===== config.mk =====
export PLATFORM = sky130hd
export DESIGN_NAME = cpu_diagnostics
export DESIGN_NICKNAME = d
export VERILOG_FILES = /design/src/rtl/diag_pkg.sv /design/src/rtl/spi_slave_byte.sv /design/src/rtl/cpu_diagnostics.sv
export SDC_FILE = /design/constraint.sdc
export NUM_CORES = 1
export LEC_CHECK = 0
export BUFFER_PORTS_ARGS = -buffer_cell sky130_fd_sc_hd__buf_2
export CORE_MARGIN = 1
export CORE_UTILIZATION = 50
export DETAILED_ROUTE_END_ITERATION = 8
export PLACE_DENSITY = 0.71
export SLEW_MARGIN = 20
export SYNTH_ARGS = -nofsm -noshare
export SYNTH_HDL_FRONTEND = slang
export SYNTH_SLANG_ARGS = --single-unit

===== constraint.sdc =====
create_clock -name clk -period 3.92 [get_ports clk]
set_input_delay 0.784 -clock clk [delete_from_list [all_inputs] [get_ports clk]]
set_output_delay 0.784 -clock clk [all_outputs]
set_load 0.1 [all_outputs]

===== src/rtl/diag_pkg.sv =====
// Shared opcodes, command-FSM states and default widths for the ROMulator
// diagnostics controller.
`timescale 1ns/1ps
package diag_pkg;

  localparam int unsigned VRAM_AW_DEF = 11;

  localparam logic [7:0] OP_HALT      = 8'h01;
  localparam logic [7:0] OP_RUN       = 8'h02;
  localparam logic [7:0] OP_READ      = 8'h03;
  localparam logic [7:0] OP_WRITE     = 8'h04;
  localparam logic [7:0] OP_VRAM_READ = 8'h05;
  localparam logic [7:0] OP_GET_CFG   = 8'h06;
  localparam logic [7:0] OP_SET_CFG   = 8'h07;

  typedef enum logic [2:0] {
    IDLE,
    CMD,
    ADDR_HI,
    ADDR_LO,
    STREAM_RD,
    STREAM_WR,
    VRAM_RD,
    SET_CFG
  } state_t;

endpackage


===== src/rtl/spi_slave_byte.sv =====
// SPI mode-0 byte slave: input synchronizers, edge detect, RX/TX shifters,
// byte_valid pulse and load_tx strobe, all in the clk domain.
`timescale 1ns/1ps
module spi_slave_byte #(
  parameter int unsigned SYNC_STAGES = 2
) (
  input  logic       clk,
  input  logic       rst,
  input  logic       spi_clk,
  input  logic       spi_cs_n,
  input  logic       spi_mosi,
  input  logic [7:0] tx_byte,
  output logic       spi_miso,
  output logic       cs_active,
  output logic       cs_start,
  output logic       byte_valid,
  output logic       load_tx,
  output logic [7:0] rx_byte
);

  logic [SYNC_STAGES-1:0] sclk_sync_q, sclk_sync_d;
  logic [SYNC_STAGES-1:0] cs_sync_q, cs_sync_d;
  logic [SYNC_STAGES-1:0] mosi_sync_q, mosi_sync_d;
  logic       sclk_prev_q, sclk_prev_d;
  logic       cs_prev_q, cs_prev_d;
  logic [2:0] bit_cnt_q, bit_cnt_d;
  logic [6:0] rx_q, rx_d;
  logic [7:0] tx_q, tx_d;
  logic [7:0] rx_byte_q, rx_byte_d;
  logic       byte_valid_q, byte_valid_d;

  logic sclk_s, cs_n_s, mosi_s, sclk_rise, sclk_fall;

  assign sclk_s    = sclk_sync_q[SYNC_STAGES-1];
  assign cs_n_s    = cs_sync_q[SYNC_STAGES-1];
  assign mosi_s    = mosi_sync_q[SYNC_STAGES-1];
  assign sclk_rise = sclk_s & ~sclk_prev_q;
  assign sclk_fall = ~sclk_s & sclk_prev_q;

  assign cs_active  = ~cs_n_s;
  assign cs_start   = cs_prev_q & ~cs_n_s;
  assign spi_miso   = tx_q[7];
  assign byte_valid = byte_valid_q;
  assign rx_byte    = rx_byte_q;

  always_comb begin
    sclk_sync_d  = {sclk_sync_q[SYNC_STAGES-2:0], spi_clk};
    cs_sync_d    = {cs_sync_q[SYNC_STAGES-2:0], spi_cs_n};
    mosi_sync_d  = {mosi_sync_q[SYNC_STAGES-2:0], spi_mosi};
    sclk_prev_d  = sclk_s;
    cs_prev_d    = cs_n_s;
    bit_cnt_d    = bit_cnt_q;
    rx_d         = rx_q;
    tx_d         = tx_q;
    rx_byte_d    = rx_byte_q;
    byte_valid_d = 1'b0;
    load_tx      = 1'b0;
    if (cs_n_s) begin
      bit_cnt_d = '0;
      rx_d      = '0;
      tx_d      = '0;
    end else if (cs_start) begin
      bit_cnt_d = '0;
      rx_d      = '0;
      tx_d      = tx_byte;
      load_tx   = 1'b1;
    end else begin
      if (sclk_rise) begin
        rx_d      = {rx_q[5:0], mosi_s};
        bit_cnt_d = bit_cnt_q + 3'd1;
        if (bit_cnt_q == 3'd7) begin
          byte_valid_d = 1'b1;
          rx_byte_d    = {rx_q, mosi_s};
        end
      end
      // The falling edge that closes a byte slot presents the next byte's MSB.
      if (sclk_fall) begin
        if (bit_cnt_q == 3'd0) begin
          tx_d    = tx_byte;
          load_tx = 1'b1;
        end else begin
          tx_d = {tx_q[6:0], 1'b0};
        end
      end
    end
  end

  always_ff @(posedge clk or posedge rst) begin
    if (rst) begin
      sclk_sync_q  <= '0;
      cs_sync_q    <= '1;
      mosi_sync_q  <= '0;
      sclk_prev_q  <= 1'b0;
      cs_prev_q    <= 1'b1;
      bit_cnt_q    <= '0;
      rx_q         <= '0;
      tx_q         <= '0;
      rx_byte_q    <= '0;
      byte_valid_q <= 1'b0;
    end else begin
      sclk_sync_q  <= sclk_sync_d;
      cs_sync_q    <= cs_sync_d;
      mosi_sync_q  <= mosi_sync_d;
      sclk_prev_q  <= sclk_prev_d;
      cs_prev_q    <= cs_prev_d;
      bit_cnt_q    <= bit_cnt_d;
      rx_q         <= rx_d;
      tx_q         <= tx_d;
      rx_byte_q    <= rx_byte_d;
      byte_valid_q <= byte_valid_d;
    end
  end

endmodule


===== src/rtl/cpu_diagnostics.sv =====
// ROMulator SPI diagnostics controller: CPU halt, RAM peek/poke, config access.
// Define DIAG_VRAM_EN to enable the video-RAM streaming opcode 0x05.
`timescale 1ns/1ps
module cpu_diagnostics
  import diag_pkg::*;
#(
  parameter int unsigned CLK_SYNC_STAGES = 2,
  parameter int unsigned VRAM_AW         = VRAM_AW_DEF
) (
  input  logic               clk,
  input  logic               rst,
  input  logic               spi_cs_n,
  input  logic               spi_clk,
  input  logic               spi_mosi,
  output logic               spi_miso,
  output logic               halt,
  output logic [15:0]        ram_addr,
  input  logic [7:0]         ram_rdata,
  output logic [7:0]         ram_wdata,
  output logic               ram_we,
  output logic               ram_cs,
  input  logic [3:0]         configuration,
  input  logic [3:0]         flash_addr,
  output logic [VRAM_AW-1:0] vram_raddr,
  input  logic [7:0]         vram_rdata,
  output logic               vram_rclk,
  input  logic [VRAM_AW-1:0] vram_size,
  output logic [3:0]         config_byte
);

  logic       cs_active, cs_start, byte_valid, load_tx;
  logic [7:0] rx_byte;

  state_t      state_q, state_d;
  logic        halt_q, halt_d;
  logic [15:0] addr_q, addr_d;
  logic        is_wr_q, is_wr_d;
  logic [7:0]  resp_q, resp_d;
  logic [15:0] ram_addr_q, ram_addr_d;
  logic [7:0]  ram_wdata_q, ram_wdata_d;
  logic        ram_we_q, ram_we_d;
  logic        ram_cs_q, ram_cs_d;
  logic        cap_q, cap_d;
  logic [3:0]  config_q, config_d;

  spi_slave_byte #(
    .SYNC_STAGES(CLK_SYNC_STAGES)
  ) u_spi (
    .clk       (clk),
    .rst       (rst),
    .spi_clk   (spi_clk),
    .spi_cs_n  (spi_cs_n),
    .spi_mosi  (spi_mosi),
    .tx_byte   (resp_q),
    .spi_miso  (spi_miso),
    .cs_active (cs_active),
    .cs_start  (cs_start),
    .byte_valid(byte_valid),
    .load_tx   (load_tx),
    .rx_byte   (rx_byte)
  );

`ifdef DIAG_VRAM_EN
  logic [VRAM_AW-1:0] vram_raddr_q, vram_raddr_d, vram_next;
  logic               vrd_q, vrd_d, vcap_q, vcap_d;

  assign vram_raddr = vram_raddr_q;
  assign vram_rclk  = clk;

  always_comb begin
    vram_next = vram_raddr_q + VRAM_AW'(1);
    if (vram_size == '0 || vram_raddr_q == vram_size - VRAM_AW'(1)) begin
      vram_next = '0;
    end
  end
`else
  logic unused_vram;
  assign unused_vram = ^{vram_rdata, vram_size};
  assign vram_raddr  = '0;
  assign vram_rclk   = 1'b0;
`endif

  assign halt        = halt_q;
  assign ram_addr    = ram_addr_q;
  assign ram_wdata   = ram_wdata_q;
  assign ram_we      = ram_we_q;
  assign ram_cs      = ram_cs_q;
  assign config_byte = config_q;

  always_comb begin
    state_d     = state_q;
    halt_d      = halt_q;
    addr_d      = addr_q;
    is_wr_d     = is_wr_q;
    resp_d      = resp_q;
    ram_addr_d  = ram_addr_q;
    ram_wdata_d = ram_wdata_q;
    ram_we_d    = 1'b0;
    ram_cs_d    = 1'b0;
    config_d    = config_q;
    cap_d       = ram_cs_q & ~ram_we_q;
`ifdef DIAG_VRAM_EN
    vram_raddr_d = vram_raddr_q;
    vrd_d        = 1'b0;
    vcap_d       = vrd_q;
`endif

    // Single-shot responses are cleared once the shifter has taken them.
    if (load_tx && !(state_q inside {STREAM_RD, VRAM_RD})) resp_d = '0;
    if (cap_q && state_q == STREAM_RD) resp_d = ram_rdata;
`ifdef DIAG_VRAM_EN
    if (vcap_q && state_q == VRAM_RD) resp_d = vram_rdata;
`endif

    if (!cs_active) begin
      state_d = IDLE;
      resp_d  = '0;
    end else if (cs_start) begin
      state_d = CMD;
    end else if (byte_valid) begin
      case (state_q)
        CMD: begin
          state_d = IDLE;
          case (rx_byte)
            OP_HALT: halt_d = 1'b1;
            OP_RUN:  halt_d = 1'b0;
            OP_READ, OP_WRITE: begin
              if (halt_q) begin
                is_wr_d = (rx_byte == OP_WRITE);
                state_d = ADDR_HI;
              end
            end
            OP_GET_CFG: resp_d  = {flash_addr, configuration};
            OP_SET_CFG: state_d = SET_CFG;
`ifdef DIAG_VRAM_EN
            OP_VRAM_READ: begin
              vram_raddr_d = '0;
              vrd_d        = 1'b1;
              state_d      = VRAM_RD;
            end
`endif
            default: state_d = IDLE;
          endcase
        end
        ADDR_HI: begin
          addr_d  = {rx_byte, addr_q[7:0]};
          state_d = ADDR_LO;
        end
        ADDR_LO: begin
          if (is_wr_q) begin
            addr_d  = {addr_q[15:8], rx_byte};
            state_d = STREAM_WR;
          end else begin
            // Fetch one byte ahead so data is ready for the next slot.
            ram_addr_d = {addr_q[15:8], rx_byte};
            ram_cs_d   = 1'b1;
            addr_d     = {addr_q[15:8], rx_byte} + 16'd1;
            state_d    = STREAM_RD;
          end
        end
        STREAM_RD: begin
          ram_addr_d = addr_q;
          ram_cs_d   = 1'b1;
          addr_d     = addr_q + 16'd1;
        end
        STREAM_WR: begin
          ram_addr_d  = addr_q;
          ram_wdata_d = rx_byte;
          ram_cs_d    = 1'b1;
          ram_we_d    = 1'b1;
          addr_d      = addr_q + 16'd1;
        end
        SET_CFG: begin
          config_d = rx_byte[3:0];
          state_d  = IDLE;
        end
`ifdef DIAG_VRAM_EN
        VRAM_RD: begin
          vram_raddr_d = vram_next;
          vrd_d        = 1'b1;
        end
`endif
        default: state_d = IDLE;
      endcase
    end
  end

  always_ff @(posedge clk or posedge rst) begin
    if (rst) begin
      state_q      <= IDLE;
      halt_q       <= 1'b0;
      addr_q       <= '0;
      is_wr_q      <= 1'b0;
      resp_q       <= '0;
      ram_addr_q   <= '0;
      ram_wdata_q  <= '0;
      ram_we_q     <= 1'b0;
      ram_cs_q     <= 1'b0;
      cap_q        <= 1'b0;
      config_q     <= '0;
`ifdef DIAG_VRAM_EN
      vram_raddr_q <= '0;
      vrd_q        <= 1'b0;
      vcap_q       <= 1'b0;
`endif
    end else begin
      state_q      <= state_d;
      halt_q       <= halt_d;
      addr_q       <= addr_d;
      is_wr_q      <= is_wr_d;
      resp_q       <= resp_d;
      ram_addr_q   <= ram_addr_d;
      ram_wdata_q  <= ram_wdata_d;
      ram_we_q     <= ram_we_d;
      ram_cs_q     <= ram_cs_d;
      cap_q        <= cap_d;
      config_q     <= config_d;
`ifdef DIAG_VRAM_EN
      vram_raddr_q <= vram_raddr_d;
      vrd_q        <= vrd_d;
      vcap_q       <= vcap_d;
`endif
    end
  end

endmodule


# After elaboration in Yosys (flattened, before gate mapping)
# Index checks and enable logic that the tools add are counted.
[totals]
register_bits = 95
inputBits = 40
word_cells = 119
[op_classes]
addsub = 3
n_eq_ne = 16
muxes = 46
bitwise_logic = 10
reduce_logical = 22
[ops]
columns = ["operator", "n"]
rows = [
  ["two-way mux 8 bit", 11],
  ["case mux 16 bit (3 select lines)", 1],
  ["adder 16 x 1 -> 16 bit (second input constant)", 2],
  ["two-way mux 16 bit", 2],
  ["case mux 16 bit (2 select lines)", 1],
  ["== test 8 x 3 -> 1 bit (second input constant)", 3],
  ["two-way mux 7 bit", 3],
  ["AND reduction 5 bit", 4],
  ["two-way mux 3 bit", 6],
  ["two-way mux 1 bit", 17],
  ["== test 8 x 2 -> 1 bit (second input constant)", 2],
  ["== test 3 bit (second input constant)", 5],
  ["case mux 3 bit (4 select lines)", 1],
  ["AND reduction 4 bit", 3],
  ["nonzero test 3 bit", 4],
  ["== test 8 x 1 -> 1 bit (second input constant)", 1],
  ["== test 3 x 2 -> 1 bit (second input constant)", 2],
  ["NOT 1 bit", 6],
  ["case mux 3 bit (2 select lines)", 1],
  ["AND reduction 6 bit", 1],
  ["nonzero test 2 bit", 3],
  ["AND 1 bit", 4],
  ["case mux 1 bit (2 select lines)", 2],
  ["OR reduction 2 bit", 2],
  ["other kinds (9)", 10],
]

# Depth between registers and ports, before layout
[depth]
depth_word = 13
ltp_mapped = 8

# Modules after synthesis
# A second synthesis with hierarchy kept.
[hier_totals]
cells_unflattened = 503
area_unflattened_um2 = 4968.5
[modules_own_cells]
columns = ["module", "n_inst", "cells_each", "area_each_um2", "seq_area_each_um2"]
rows = [
  ["cpu_diagnostics", 1, 382, 3529.6, 1501.4],
  ["spi_slave_byte", 1, 121, 1438.9, 879.6],
]

# Worst setup path after synthesis
# Ideal clock, no wire load.
[synth_timing]
path_kind = "register -> register"
from = "register u_spi.rx_byte_q[0], in the netlist u_spi.rx_byte[0]"
to = "register addr_q[14]"
arrival_ns = 1.936
required_ns = 3.794
slack_ns = 1.858
stages_incl_launch_ff = 7
path_buffers = 0
path_cell_list = "dfrtp_1 -> ha_1 -> nand2_1 -> or3_1 -> nor3_1 -> mux2_2 -> a221o_1"
[synth_via]
elab_chain_len = 3
[synth_rtl]
columns = ["element", "line_no", "rtl"]
rows = [
  ["from (decl)", "spi_slave_byte.sv:29", "logic [7:0] rx_byte_q, rx_byte_d;"],
  ["from (signal assigned)", "spi_slave_byte.sv:109", "rx_byte_q <= rx_byte_d;"],
  ["adder 16 x 1 -> 16 bit", "cpu_diagnostics.sv:157", "addr_d = {addr_q[15:8], rx_byte} + 16'd1;"],
  ["two-way mux 16 bit", "cpu_diagnostics.sv:150", "if (is_wr_q) begin"],
  ["case mux 16 bit (3 select lines)", "cpu_diagnostics.sv:121", "case (state_q)"],
  ["to (signal assigned)", "cpu_diagnostics.sv:209", "addr_q <= addr_d;"],
  ["to (decl)", "cpu_diagnostics.sv:36", "logic [15:0] addr_q, addr_d;"],
]
# No other way between the ends. The select of a mux whose other input is x is not followed.
# A chain may end at the register's enable or synchronous reset.

# Worst setup path after layout
[layout_timing]
from = "register state_q[2]"
to = "register resp_q[6]"
[layout_via]
elab_chain_len = 11
[layout_rtl]
columns = ["element", "line_no", "rtl"]
rows = [
  ["from (decl)", "cpu_diagnostics.sv:34", "state_t state_q, state_d;"],
  ["from (signal assigned)", "cpu_diagnostics.sv:207", "state_q <= state_d;"],
  ["== test 3 bit (on tied branches)", "cpu_diagnostics.sv:109, cpu_diagnostics.sv:110", ""],
  ["nonzero test 2 bit", "cpu_diagnostics.sv:109", "if (load_tx && !(state_q inside {STREAM_RD, VRAM_RD})) resp_d = '0;"],
  ["logical NOT 1 bit", "cpu_diagnostics.sv:109", ""],
  ["logical AND 1 bit", "cpu_diagnostics.sv:109", ""],
  ["two-way mux 8 bit", "cpu_diagnostics.sv:109", ""],
  ["two-way mux 8 bit", "cpu_diagnostics.sv:110", "if (cap_q && state_q == STREAM_RD) resp_d = ram_rdata;"],
  ["two-way mux 8 bit", "cpu_diagnostics.sv:124", "case (rx_byte)"],
  ["two-way mux 8 bit", "cpu_diagnostics.sv:121", ""],
  ["two-way mux 8 bit", "cpu_diagnostics.sv:120", "end else if (byte_valid) begin"],
  ["two-way mux 8 bit (*)", "cpu_diagnostics.sv:118", "end else if (cs_start) begin"],
  ["two-way mux 8 bit (*)", "cpu_diagnostics.sv:115", "if (!cs_active) begin"],
  ["net resp_d[6]", "cpu_diagnostics.sv:38", "logic [7:0] resp_q, resp_d;"],
  ["to (signal assigned)", "cpu_diagnostics.sv:211", "resp_q <= resp_d;"],
  ["to (decl)", "cpu_diagnostics.sv:38", ""],
]
# Mark *: on every way through the listed nets, which the timed path passes. The rest lies on a longest branch.

==> run summary <==
Reg clk slew, reported paths: 0.10 ns
GP Congestion: 0.879
Fin util: 57.3%
# resized after CTS: 0
DIE WIDTH: 101 µm
Number of diodes: 0
Clock Skews: 0.0125 ns
Top FF cell, synth: dfrtp_1
Rel. slew slack: 45.0%
CP required: 4.16 ns
Multi-input gate area: 2270 µm²
Type of the worst setup path: flip-flop to flip-flop
Num ports: 84
Clock sink total: 95
Arr. time, crit path: 2.71 ns
Fin. max-slew vios: 0
CTS Buf Count: 9
Layout cells sized above 1: 16.6%
Synth cell types: 60
Per-cell routed wire length: 15.7 µm
H-tree depth: 3
Mean post-synth cell area: 9.15 µm²
Overall fraction of global-route tracks in use: 23.3%
EDFF count, synth: 0
Worst min path class: flip-flop to flip-flop
Initial antenna violation count: 0
Largest net degree at the start of global routing: 37
Reg2Reg Depth: 5
P per Cell Area: 329 nW/µm²
DR vias: 3,988
Vias per cell: 5.68
Worst Hold Endpoint: u_spi.sclk_sync_q[1]
Final setup TNS: 0 ns
Fillers: 839
Die footprint: 10,200 µm²
Setup repair after global routing missed its margin: no
Synth area leaders: dfrtp_1, nand2_1, o21ai_0
Leak: 2.52 nW
VDD IR max: 160 µV
Post-synth top cells: nand2_1, dfrtp_1, o21ai_0
Hold buffers post-CTS: 0
Area growth from synthesis to layout: 9.44%
First-pass DRT Iterations: 5
Worst Tran Pin Value: 0.824 ns
CTS tree: built
Hold Path Depth: 0
Synth warn: 0
Maximum capacitance violations: 0
# setup viols final: 0
HPWL after DPL: 7.65 mm
Seq cells post-synth: 95
Worst Path Max Fanout: 16
Post-synth ARST share: 100%
Netlist Area Pre-Place: 4900 µm²
CTS Root Cell: clkbuf_8
Nets: 616
Final Hold Vio Count: 0
Worst-Skew Late Latency: 0.36 ns
Postcts setup bufs: 0
Top cell type's share of synthesized area: 46.9%
CTS max path bufs: 2
Chip height: 101 µm
IO buf count: 52
Biggest area consumer among synthesized cells: dfrtp_1
First-pass GRT wire length: 18.3 mm
Post-Route WL: 11.0 mm
Post-DRT Antenna Nets: 0
Sequential fraction of the synthesis area: 48.5%
Final worst path period need: 2.47 ns
Initial Utilization: 52.3%
Crit start category: flip-flop
Vias in the first global route: 3,663
Register area: 2380 µm²
Row cnt: 35
Residual DRC: 0
Min-delay src: u_spi.sclk_sync_q[0]
Part of the cycle the worst path needs: 63.0%
GRT overflow: 0
Crit end category: flip-flop
Most numerous cell in the Yosys netlist: nand2_1
Fmax: 405 MHz
Core box area: 9370 µm²
Status: finished, final reports clean
Fin cells: 702
FF-to-FF Start: state_q[2]
Dpl cells: 686
Drt first-iter violations: 242
Synth Instances: 536
R2R setup slack: 1.45 ns
Worst R2R End: resp_q[6]
flip-flops by register name (all words and copies together), names as in the netlist, 2 cells and up:
signal	count
u_spi.mosi_sync_q	2
u_spi.cs_sync_q	2
ram_addr	16
u_spi.rx_q	7
addr_q	16
u_spi.sclk_sync_q	2
u_spi.bit_cnt_q	3
resp_q	8
u_spi.tx_q	8
state_q	3
u_spi.rx_byte	8
ram_wdata	8
config_byte	4
placed cells by master, fill, tap and decap left out, types with 3 or more instances in the layout:
cell type | Yosys | routed
a31oi_1 | 4 | 4
xnor2_1 | 11 | 11
nand4_1 | 6 | 6
mux2_2 | 11 | 11
o21ai_0 | 43 | 43
and3_1 | 4 | 4
clkbuf_8 | 0 | 10
nor2_1 | 40 | 40
nand2b_1 | 6 | 6
a32oi_1 | 3 | 3
conb_1 | 1 | 12
or3_1 | 5 | 5
a2111oi_0 | 4 | 4
a21oi_1 | 27 | 27
nand3_1 | 11 | 11
nor2b_1 | 6 | 5
buf_4 | 13 | 5
nor4_1 | 7 | 7
xor2_1 | 4 | 4
inv_1 | 13 | 12
dfstp_2 | 3 | 3
nor3_1 | 19 | 19
clkinv_2 | 0 | 3
or2_2 | 3 | 3
a221oi_1 | 8 | 8
buf_2 | 16 | 52
mux2i_1 | 17 | 17
and2_1 | 3 | 3
ha_1 | 8 | 8
dfrtp_1 | 92 | 92
nand2_1 | 95 | 95
cells by family (layout without fill, tap and decap cells):
kind of cell    count (synthesis)  after routing  synth area share, %
compound gates                112            112                 14.1
xor+xnor                       15             15                 2.68
fa+ha+maj                       8              8                 2.04
buf+inv                        61             87                 6.07
flops                          95             95                 48.5
mux                            28             28                 5.99
other cells                     1             12               0.0765
simple gates                  216            216                 20.5
worst max path at each step:
stage | from | endpoint | slack (ns) | cells after the start
2_1_floorplan | rst | addr_q[0] | 0.66 | 1
3_3_place_gp | state_q[2] | addr_q[15] | 1.52 | 8
3_5_place_dp | state_q[2] | resp_q[6] | 1.50 | 5
4_1_cts | state_q[2] | resp_q[6] | 1.49 | 5
5_1_grt | state_q[2] | resp_q[6] | 1.27 | 5
6_report | state_q[2] | resp_q[6] | 1.45 | 5
per-stage QoR:
stage | power (mW) | instance area, µm² | hold slack [ns] | worst slack (ns)
after floorplan | 1.10 | 4950 | 0.331 | 0.664
after global placement | 1.12 | 5160 | 0.332 | 1.52
after detailed placement | 1.12 | 5160 | 0.339 | 1.50
after CTS | 1.78 | 5370 | 0.361 | 1.49
after global routing | 1.84 | 5370 | 0.363 | 1.27
final | 1.76 | 5370 | 0.357 | 1.45
power by group:
part | switching [mW] | total, mW | internal, mW
Sequential | 0.00743 | 0.993 | 0.986
Combinational | 0.0885 | 0.104 | 0.0157
Clock | 0.350 | 0.666 | 0.316
layout make-up:
cell class	instances	share of cell area, %
clock buffer	10	2.56
clock inverter	6	1.24
inverter	14	1.00
multi-input combinational	391	42.3
sequential	95	44.4
tap	129	3.01
timing repair buffer	57	5.55
worst max-delay path: stages, from the launching register on:
cell	delay [ns]
dfrtp_1	0.57
nor2b_2	0.67
and3_1	0.48
a21oi_1	0.23
a221oi_1	0.31
nor3_1	0.09
metal layers:
layer | GRT usage [%] | routed length (µm)
met5 | 0 | 0
met4 | 9.70 | 182
met3 | 4.23 | 474
met2 | 36.6 | 5340
met1 | 31.8 | 5040
No activity file was read; power rests on OpenSTA's default activity.
